### config.mk
export PLATFORM = sky130hd
export DESIGN_NAME = rot_stream_sink
export DESIGN_NICKNAME = d
export VERILOG_FILES = /design/src/rtl/rot_stream_sink.sv
export SDC_FILE = /design/constraint.sdc
export NUM_CORES = 1
export LEC_CHECK = 0
export ABC_AREA = 0
export CORE_UTILIZATION = 56
export DETAILED_ROUTE_END_ITERATION = 7
export GPL_ROUTABILITY_DRIVEN = 0
export PLACE_DENSITY_LB_ADDON = 0.1
export SYNTH_ARGS = -nofsm -noshare
export SYNTH_HDL_FRONTEND = slang
export SYNTH_SLANG_ARGS = --single-unit
### constraint.sdc
create_clock -name clk_sys -period 6.1 [get_ports clk_sys]
set_clock_uncertainty 0.2 [all_clocks]
set_input_delay 1.22 -clock clk_sys [delete_from_list [all_inputs] [get_ports clk_sys]]
set_output_delay 1.22 -clock clk_sys [all_outputs]
set_load 0.05 [all_outputs]
### src/rtl/rot_stream_sink.sv
// Receiving end of the rotated-video stream: writes pixels linearly into a
// double-buffered frame store, checks frame geometry, reports good/bad frames.
module rot_stream_sink #(
  parameter int WIDTH  = 320,
  parameter int HEIGHT = 240,
  parameter int DEPTH  = 8,
  parameter int AW     = 17
) (
  input  logic             clk_sys,
  input  logic             reset,
  input  logic [DEPTH-1:0] video_in,
  input  logic             hsync,
  input  logic             vsync,
  input  logic             de,
  output logic [AW-1:0]    wr_addr,
  output logic [DEPTH-1:0] wr_data,
  output logic             wr_en,
  output logic             disp_buf,
  output logic             frame_done,
  output logic             frame_err,
  output logic [9:0]       line_cnt
);

  localparam int BUFSIZE = WIDTH * HEIGHT;
  localparam int PW      = $clog2(HEIGHT + 1);

  localparam logic [AW-1:0] BASE1     = AW'(BUFSIZE);
  localparam logic [PW-1:0] HEIGHT_P  = PW'(HEIGHT);
  localparam logic [9:0]    WIDTH_P   = 10'(WIDTH);
  localparam logic [9:0]    WIDTH_SAT = 10'(WIDTH + 1);

  typedef enum logic [1:0] {IDLE, ARMED, LINE, GAP} state_t;

  state_t           state_q, state_d;
  logic             vsync_q, vsync_d;
  logic             wr_buf_q, wr_buf_d;
  logic [PW-1:0]    pix_q, pix_d;
  logic             err_q, err_d;
  logic             open_q, open_d;    // at least one pixel seen in the current line
  logic             first_q, first_d;  // next accepted pixel goes to base, not base+1
  logic [9:0]       line_cnt_q, line_cnt_d;
  logic [AW-1:0]    wr_addr_q, wr_addr_d;
  logic [DEPTH-1:0] wr_data_q, wr_data_d;
  logic             wr_en_q, wr_en_d;
  logic             disp_buf_q, disp_buf_d;
  logic             done_q, done_d;
  logic             ferr_q, ferr_d;

  // de alone qualifies data, so the line-gap marker carries no information here.
  logic unused_hsync;
  assign unused_hsync = hsync;

  logic vs_rise, vs_fall, pixel;
  assign vs_rise = vsync & ~vsync_q;
  assign vs_fall = ~vsync & vsync_q;
  assign pixel   = de & ~vsync;

  // NOTE: every variable gets a default first, so no path can infer a latch.
  always_comb begin
    state_d    = state_q;
    vsync_d    = vsync;
    wr_buf_d   = wr_buf_q;
    pix_d      = pix_q;
    err_d      = err_q;
    open_d     = open_q;
    first_d    = first_q;
    line_cnt_d = line_cnt_q;
    wr_addr_d  = wr_addr_q;
    wr_data_d  = wr_data_q;
    wr_en_d    = 1'b0;
    disp_buf_d = disp_buf_q;
    done_d     = 1'b0;
    ferr_d     = 1'b0;

    unique case (state_q)
      IDLE: if (vsync) state_d = ARMED;

      ARMED: begin
        if (vs_fall) begin
          line_cnt_d = '0;
          pix_d      = '0;
          err_d      = 1'b0;
          open_d     = 1'b0;
          first_d    = 1'b1;
          wr_addr_d  = wr_buf_q ? BASE1 : '0;
          state_d    = LINE;
        end
      end

      LINE, GAP: begin
        if (pixel) begin
          state_d = LINE;
          open_d  = 1'b1;
          if (pix_q < HEIGHT_P && line_cnt_q < WIDTH_P) begin
            wr_en_d   = 1'b1;
            wr_data_d = video_in;
            wr_addr_d = first_q ? wr_addr_q : wr_addr_q + 1'b1;
            first_d   = 1'b0;
            pix_d     = pix_q + 1'b1;
          end else begin
            err_d = 1'b1;
          end
        end

        // A pixel and a close are mutually exclusive: one needs de=1/vsync=0.
        if (state_q == LINE && open_q && (!de || vs_rise)) begin
          if (pix_q != HEIGHT_P) err_d = 1'b1;
          if (line_cnt_q != WIDTH_SAT) line_cnt_d = line_cnt_q + 10'd1;
          pix_d   = '0;
          open_d  = 1'b0;
          state_d = GAP;
        end

        // Frame verdict uses the counts after any same-cycle line close.
        if (vs_rise) begin
          if (line_cnt_d == WIDTH_P && !err_d) begin
            done_d     = 1'b1;
            disp_buf_d = wr_buf_q;
            wr_buf_d   = ~wr_buf_q;
          end else begin
            ferr_d = 1'b1;
          end
          state_d = ARMED;
        end
      end

      default: state_d = IDLE;
    endcase
  end

  // NOTE: sequential state uses non-blocking assignments only.
  always_ff @(posedge clk_sys) begin
    if (reset) begin
      state_q    <= IDLE;
      vsync_q    <= 1'b0;
      wr_buf_q   <= 1'b0;
      pix_q      <= '0;
      err_q      <= 1'b0;
      open_q     <= 1'b0;
      first_q    <= 1'b0;
      line_cnt_q <= '0;
      wr_addr_q  <= '0;
      wr_data_q  <= '0;
      wr_en_q    <= 1'b0;
      disp_buf_q <= 1'b0;
      done_q     <= 1'b0;
      ferr_q     <= 1'b0;
    end else begin
      state_q    <= state_d;
      vsync_q    <= vsync_d;
      wr_buf_q   <= wr_buf_d;
      pix_q      <= pix_d;
      err_q      <= err_d;
      open_q     <= open_d;
      first_q    <= first_d;
      line_cnt_q <= line_cnt_d;
      wr_addr_q  <= wr_addr_d;
      wr_data_q  <= wr_data_d;
      wr_en_q    <= wr_en_d;
      disp_buf_q <= disp_buf_d;
      done_q     <= done_d;
      ferr_q     <= ferr_d;
    end
  end

  assign wr_addr    = wr_addr_q;
  assign wr_data    = wr_data_q;
  assign wr_en      = wr_en_q;
  assign disp_buf   = disp_buf_q;
  assign frame_done = done_q;
  assign frame_err  = ferr_q;
  assign line_cnt   = line_cnt_q;

endmodule

==> flow_metrics.tcl, run 1 <==
set metrics [dict create \
    status "finished, final reports clean" \
    clockBufferDepth 2 \
    syn_inst 336 \
    async_reset_ff_share_pct 0 \
    placed_area_um2 3240 \
    cp-start-kind "primary input" \
    dieArea_um2 5120 \
    min_path_type "reg2reg" \
    max_freq_mhz 262 \
    core_region_area_um2 4500 \
    maxSlewViolCount 0 \
    path_class "in2reg" \
    stdcell_area_um2 3320 \
    start_util_pct 60.2 \
    grt_setup_unrepaired "false" \
    p_leak_nw 1.13 \
    post_cts_buffers 0 \
    syn-cell-area_um2 2710 \
    antenna_found_initial 0 \
    numCtsBuffers 5 \
    clk_latency_ps 310 \
    dp_hpwl_mm 4.31 \
    io-pin-count 52 \
    crit_fanout 8 \
    required_ps 6140 \
    wl_mm 5.98 \
    ys_warn_count 0 \
    ctsResizeCount 0 \
    period_minus_slack_ps 3810 \
    arrival_ps 3860 \
    die_h_um 71.6 \
    cp.buffers_inverters 1 \
    maxCapViolCount 0 \
    cts_sinks 54 \
    grt_max_degree 29 \
    peakVddDrop_v 0.000133 \
    viasPerCell 5.83 \
    nNetsFinal 399 \
    grt_pass1_wl_mm 10.3 \
    portBuffers 50 \
    grt_pass1_vias 2314 \
    path_cells "clkdlybuf4s50_1 -> nand2b_1 -> a2111oi_4 -> nand3_1 -> mux2_2 -> nand4b_4 -> or4_1 -> a21oi_1" \
    grt_use_total_pct 25.1 \
    worst_pin_slew_ps 784 \
    cp_top_family "simple AND/OR/NAND/NOR gates" \
    num_rows 24 \
    drt_first_pass_iters 4 \
    cts_hold_repair.buffers 0 \
    power.density_nw_per_um2 177 \
    syn_nets 354 \
    cts.clk_slew.worst_paths_ps 100 \
    fillers 381 \
    clockRootBuffer "clkbuf_8" \
    ys.flop_type "dfxtp_1" \
    syn_avg_cell_area_um2 8.07 \
    wl_per_cell_um 13.8 \
    ant_nets 0 \
    slowest_delay_ps 620 \
    drtIter0Drc 182 \
    setup_viol 0 \
    overflow 0 \
    syn_to_final_growth_pct 22.7 \
    drive_gt1_share_pct 4.97 \
    antennaDiodeCount 0 \
    vias 2531 \
    slew-limit-headroom_pct 47.6 \
    ctsHtreeMaxLevel 2 \
    cp_slowest_cell "a2111oi_4" \
    end_kind "flip-flop" \
    setup_tns_ps 0 \
    tritoncts "built" \
    finalHoldViolCount 0 \
    die_w_um 71.6 \
    synth_edf_count 0 \
    ys_seq_elements 54 \
    yosysSeqAreaShare_pct 39.9 \
    fin_crit_sh_pct 62.5 \
    post-route-drc-count 0 \
    synth_cell_types 49 \
]
state kept, by name, summed over array words and instances, names as in the netlist:
signal / count
line_cnt: 10
frame_err: 1
wr_data: 8
wr_buf_q: 1
frame_done: 1
pix_q: 8
first_q: 1
vsync_q: 1
err_q: 1
state_q: 2
wr_addr: 17
open_q: 1
disp_buf: 1
wr_en: 1
routing by layer:
| layer | GRT usage, % | vias up | part of all wire (%) |
|---|---|---|---|
| met5 | 0 | - | 0 |
| met4 | 6.75 | 0 | 1.1 |
| met2 | 42.2 | 88 | 47 |
| li1 | - | 1275 | - |
| met1 | 32.3 | 1161 | 45 |
| met3 | 6.47 | 7 | 6.8 |
worst register-to-register path: stages (launching register included):
cell       delay [ps]
dfxtp_1           840
inv_1             530
a2111oi_4         570
nand3_1           240
mux2_2            320
nand4b_4          130
or4_1             430
a21oi_1           140
cell type report:
type | instances | area (µm²) | share of cell area, %
sequential | 54 | 1080 | 32.5
inverter | 11 | 41.3 | 1.24
timing repair buffer | 52 | 515 | 15.5
tap | 52 | 65.1 | 1.96
multi-input combinational | 257 | 1540 | 46.2
clock inverter | 2 | 13.8 | 0.414
clock buffer | 6 | 72.6 | 2.18
metrics by stage:
step                      total power [mW]  hold slack [ps]  std cells  setup slack [ps]  utilization [%]
after floorplan                      0.384              236        336              2880                -
after global placement               0.398              242        426              2080             71.9
after detailed placement             0.399              246        426              2020             71.9
after CTS                            0.592              260        434              2320             73.8
after global routing                 0.610              282        434              2090             73.8
final                                0.588              257        434              2290             73.8
layout by cell type (no fill, tap or decap), drive strengths merged, types with 4 or more instances in the layout:
cell / instances
dfxtp: 54
clkdlybuf4s50: 50
nand2: 47
nor2: 46
a21oi: 26
nand3: 14
xor2: 12
inv: 11
nand4: 11
nor3: 10
o21ai: 10
xnor2: 8
nor2b: 7
and3: 7
a311oi: 6
clkbuf: 6
a31oi: 5
ha: 5
or3: 4
a211oi: 4
o31ai: 4
synthesized netlist by cell type, types with 2 or more instances:
| cell type | count | area (µm²) |
|---|---|---|
| and4_1 | 2 | 17.5 |
| inv_1 | 11 | 41.3 |
| a21oi_1 | 26 | 130 |
| nor2_1 | 46 | 173 |
| a311oi_1 | 6 | 52.6 |
| nand3b_1 | 2 | 15.0 |
| nand2b_1 | 2 | 12.5 |
| or4_1 | 2 | 15.0 |
| a31oi_1 | 5 | 31.3 |
| clkbuf_1 | 13 | 48.8 |
| o21ai_0 | 9 | 45.0 |
| or2_2 | 2 | 12.5 |
| nand3_1 | 14 | 70.1 |
| dfxtp_1 | 54 | 1080 |
| xnor2_1 | 8 | 70.1 |
| o31ai_1 | 3 | 22.5 |
| nor3_1 | 10 | 50.1 |
| a211oi_1 | 4 | 30.0 |
| nand2_1 | 47 | 176 |
| xor2_1 | 12 | 105 |
| and3_1 | 7 | 43.8 |
| or3_1 | 4 | 25.0 |
| nor2b_1 | 7 | 43.8 |
| a31o_2 | 2 | 17.5 |
| nand4_1 | 10 | 62.6 |
| ha_1 | 5 | 62.6 |
final timing paths:
check | depth (start not counted) | slack [ps] | endpoint | start
worst max-delay path | 8 | 2290 | wr_buf_q | vsync
worst min-delay path | 2 | 260 | wr_data[1] | wr_data[1]
worst max register to register | 7 | 2640 | wr_buf_q | state_q[1]
worst min register to register | 2 | 260 | wr_data[1] | wr_data[1]
logic make-up after synthesis:
| logic type | Yosys count | synth area share, % |
|---|---|---|
| AO/OA/AOI/OAI | 68 | 17.1 |
| XOR/XNOR | 20 | 6.46 |
| adder cells (fa/ha/maj) | 5 | 2.31 |
| buffers and inverters | 25 | 3.46 |
| flip-flops | 54 | 39.9 |
| multiplexers | 2 | 1.25 |
| AND/OR/NAND/NOR | 162 | 29.5 |
power by group:
part           total [mW]  switching [mW]  internal [mW]
clock network       0.198           0.116         0.0813
registers           0.358         0.00338          0.354
logic              0.0329          0.0197         0.0132
Note: power is estimated with default switching activity, not from simulation.
==> run 2, diff against run 1 <==
--- a/config.mk
+++ b/config.mk
@@ -6,7 +6,7 @@
 export NUM_CORES = 1
 export LEC_CHECK = 0
 export ABC_AREA = 0
-export CORE_UTILIZATION = 56
+export CORE_UTILIZATION = 52
 export DETAILED_ROUTE_END_ITERATION = 7
 export GPL_ROUTABILITY_DRIVEN = 0
 export PLACE_DENSITY_LB_ADDON = 0.1
==> constraint.sdc (replaced) <==
create_clock -name clk_sys -period 3.9 [get_ports clk_sys]
set_clock_uncertainty 0.2 [all_clocks]
set_input_delay 0.78 -clock clk_sys [delete_from_list [all_inputs] [get_ports clk_sys]]
set_output_delay 0.78 -clock clk_sys [all_outputs]
set_load 0.05 [all_outputs]
==> run 2 against run 1 <==
  * Clock power is 100% higher
  * Largest cell class unchanged
  * Combinational power is 64% higher
  * Worst hold slack better by 1.6 ps
  * Via count is 0.20% lower
  * Critical path depth stayed put
  * Critical endpoint unchanged
  * Final area is 2.4% higher
  * Critical path type unchanged
==> flow_metrics.tcl, run 2 (same netlist as run 1, synthesis figures left out) <==
set metrics [dict create \
    combPwrFrac_pct 5.3 \
    critPathCapture "wr_buf_q" \
    post-route-drc-count 0 \
    grt_pass1_vias 2324 \
    pwr-share-clk_pct 39.4 \
    dp_slack_ps 401 \
    cp-start-kind "primary input" \
    path_class "in2reg" \
    clockRootBuffer "clkbuf_8" \
    p_sw_share_pct 23.5 \
    dp_hpwl_mm 4.55 \
    p_leak_nw 1.16 \
    final_cell_mix "dfxtp_1 (54), clkdlybuf4s50_1 (50), nand2_1 (47)" \
    antenna_found_initial 0 \
    tritoncts "built" \
    ctsResizeCount 0 \
    fin_cells 453 \
    overflow 0 \
    syn_to_final_growth_pct 25.6 \
    vias 2526 \
    power_mw 1.01 \
    whs_ps 258 \
    setup_viol 0 \
    status "finished, final reports clean" \
    antennaDiodeCount 0 \
    end_kind "flip-flop" \
    period_minus_slack_ps 3180 \
    finish.utilization_pct 69.8 \
    peakVddDrop_v 0.000194 \
    dieArea_um2 5500 \
    portBuffers 50 \
    num_rows 25 \
    die_w_um 74.2 \
    setup_tns_ps 0 \
    crit_fanout 8 \
    place_inst 445 \
    internal_power_mw 0.771 \
    worst_pin_slew_ps 721 \
    setup_slack_ps 724 \
    wl_mm 6.25 \
    stdcell_area_um2 3400 \
    min_path_type "reg2reg" \
    slew-limit-headroom_pct 51.8 \
    ant_nets 0 \
    p_switching_mw 0.237 \
    finalHoldViolCount 0 \
    viasPerCell 5.58 \
    wl_per_cell_um 13.8 \
    p_seq_share_pct 55.3 \
    cts.clk_slew.worst_paths_ps 110 \
    arrival_ps 3220 \
    max_freq_mhz 315 \
    layout_commonest_cell "dfxtp_1" \
    io-pin-count 52 \
    r2r_start "line_cnt[6]" \
    fin_crit_sh_pct 81.4 \
    cts_hold_repair.buffers 0 \
    cts_sinks 54 \
    grt_pass1_wl_mm 10.2 \
    post_cts_buffers 0 \
    drtIter0Drc 186 \
    required_ps 3950 \
    reg2reg_to "wr_buf_q" \
    grt_use_total_pct 23.7 \
    maxCapViolCount 0 \
    ctsHtreeMaxLevel 2 \
    grt_setup_unrepaired "false" \
    die_h_um 74.2 \
    reg2reg_depth 7 \
    core_region_area_um2 4880 \
    rrSetupSlack_ps 1160 \
    power.density_nw_per_um2 296 \
    fillers 414 \
    placed_area_um2 3290 \
    drive_gt1_share_pct 6.22 \
    cp-startpoint "vsync" \
    grt_max_degree 22 \
    nNetsFinal 403 \
    clockBufferDepth 2 \
    clk_latency_ps 320 \
    start_util_pct 55.5 \
    maxSlewViolCount 0 \
    drt_first_pass_iters 4 \
    numCtsBuffers 5 \
    largest_reg_flops 17 \
]
==> run 2: changes by cell type in the layout (fill, tap and decap cells not counted), sizes merged <==
cell / previous run / this run
buf: 2 / 6
bufinv: 0 / 1
clkbuf: 6 / 5
clkinv: 2 / 0
clkinvlp: 0 / 1
inv: 11 / 12
==> run 2: cell type report <==
| class | count | area [µm²] | area share (%) |
|---|---|---|---|
| Clock buffer | 5 | 68.8 | 2.02 |
| Clock inverter | 3 | 48.8 | 1.43 |
| Inverter | 11 | 41.3 | 1.21 |
| Multi-Input combinational cell | 257 | 1540 | 45.1 |
| Sequential cell | 54 | 1080 | 31.8 |
| Tap cell | 67 | 83.8 | 2.46 |
| Timing Repair Buffer | 56 | 546 | 16.0 |
==> run 2: worst min-delay path by stage <==
| stage | startpoint | end | depth (start not counted) |
|---|---|---|---|
| floorplan | pix_q[7] | pix_q[7] | 2 |
| CTS | wr_data[3] | wr_data[3] | 2 |
| global placement | wr_data[1] | wr_data[1] | 2 |
| detailed placement | wr_data[4] | wr_data[4] | 2 |
| finish | wr_data[3] | wr_data[3] | 2 |
| global route | wr_data[4] | wr_data[4] | 2 |
==> run 2: layer usage <==
layer | routed length (µm) | vias up | share of wire [%] | global-route usage, %
met2 | 2950 | 61 | 47 | 39.3
met5 | 0 | - | 0 | 0
met1 | 2940 | 1179 | 47 | 30.8
met4 | 91 | 0 | 1.5 | 8.33
met3 | 276 | 9 | 4.4 | 4.61
li1 | - | 1277 | - | -
==> run 2: power by group through the flow <==
stage | logic [mW] | clock network, mW | registers (mW)
after floorplan | 0.0272 | 0 | 0.574
after global placement | 0.0532 | 0 | 0.571
after detailed placement | 0.0534 | 0 | 0.571
after CTS | 0.0536 | 0.402 | 0.558
after global routing | 0.0591 | 0.422 | 0.559
final | 0.0539 | 0.397 | 0.558
==> run 2: critical path, cell delays in order <==
cell and delay [ps]:
clkdlybuf4s50_1 510, nor2b_1 220, o211a_1 290, o21ai_1 280, mux2i_4 330, nand4_4 140, or4_1 520, a21oi_1 140
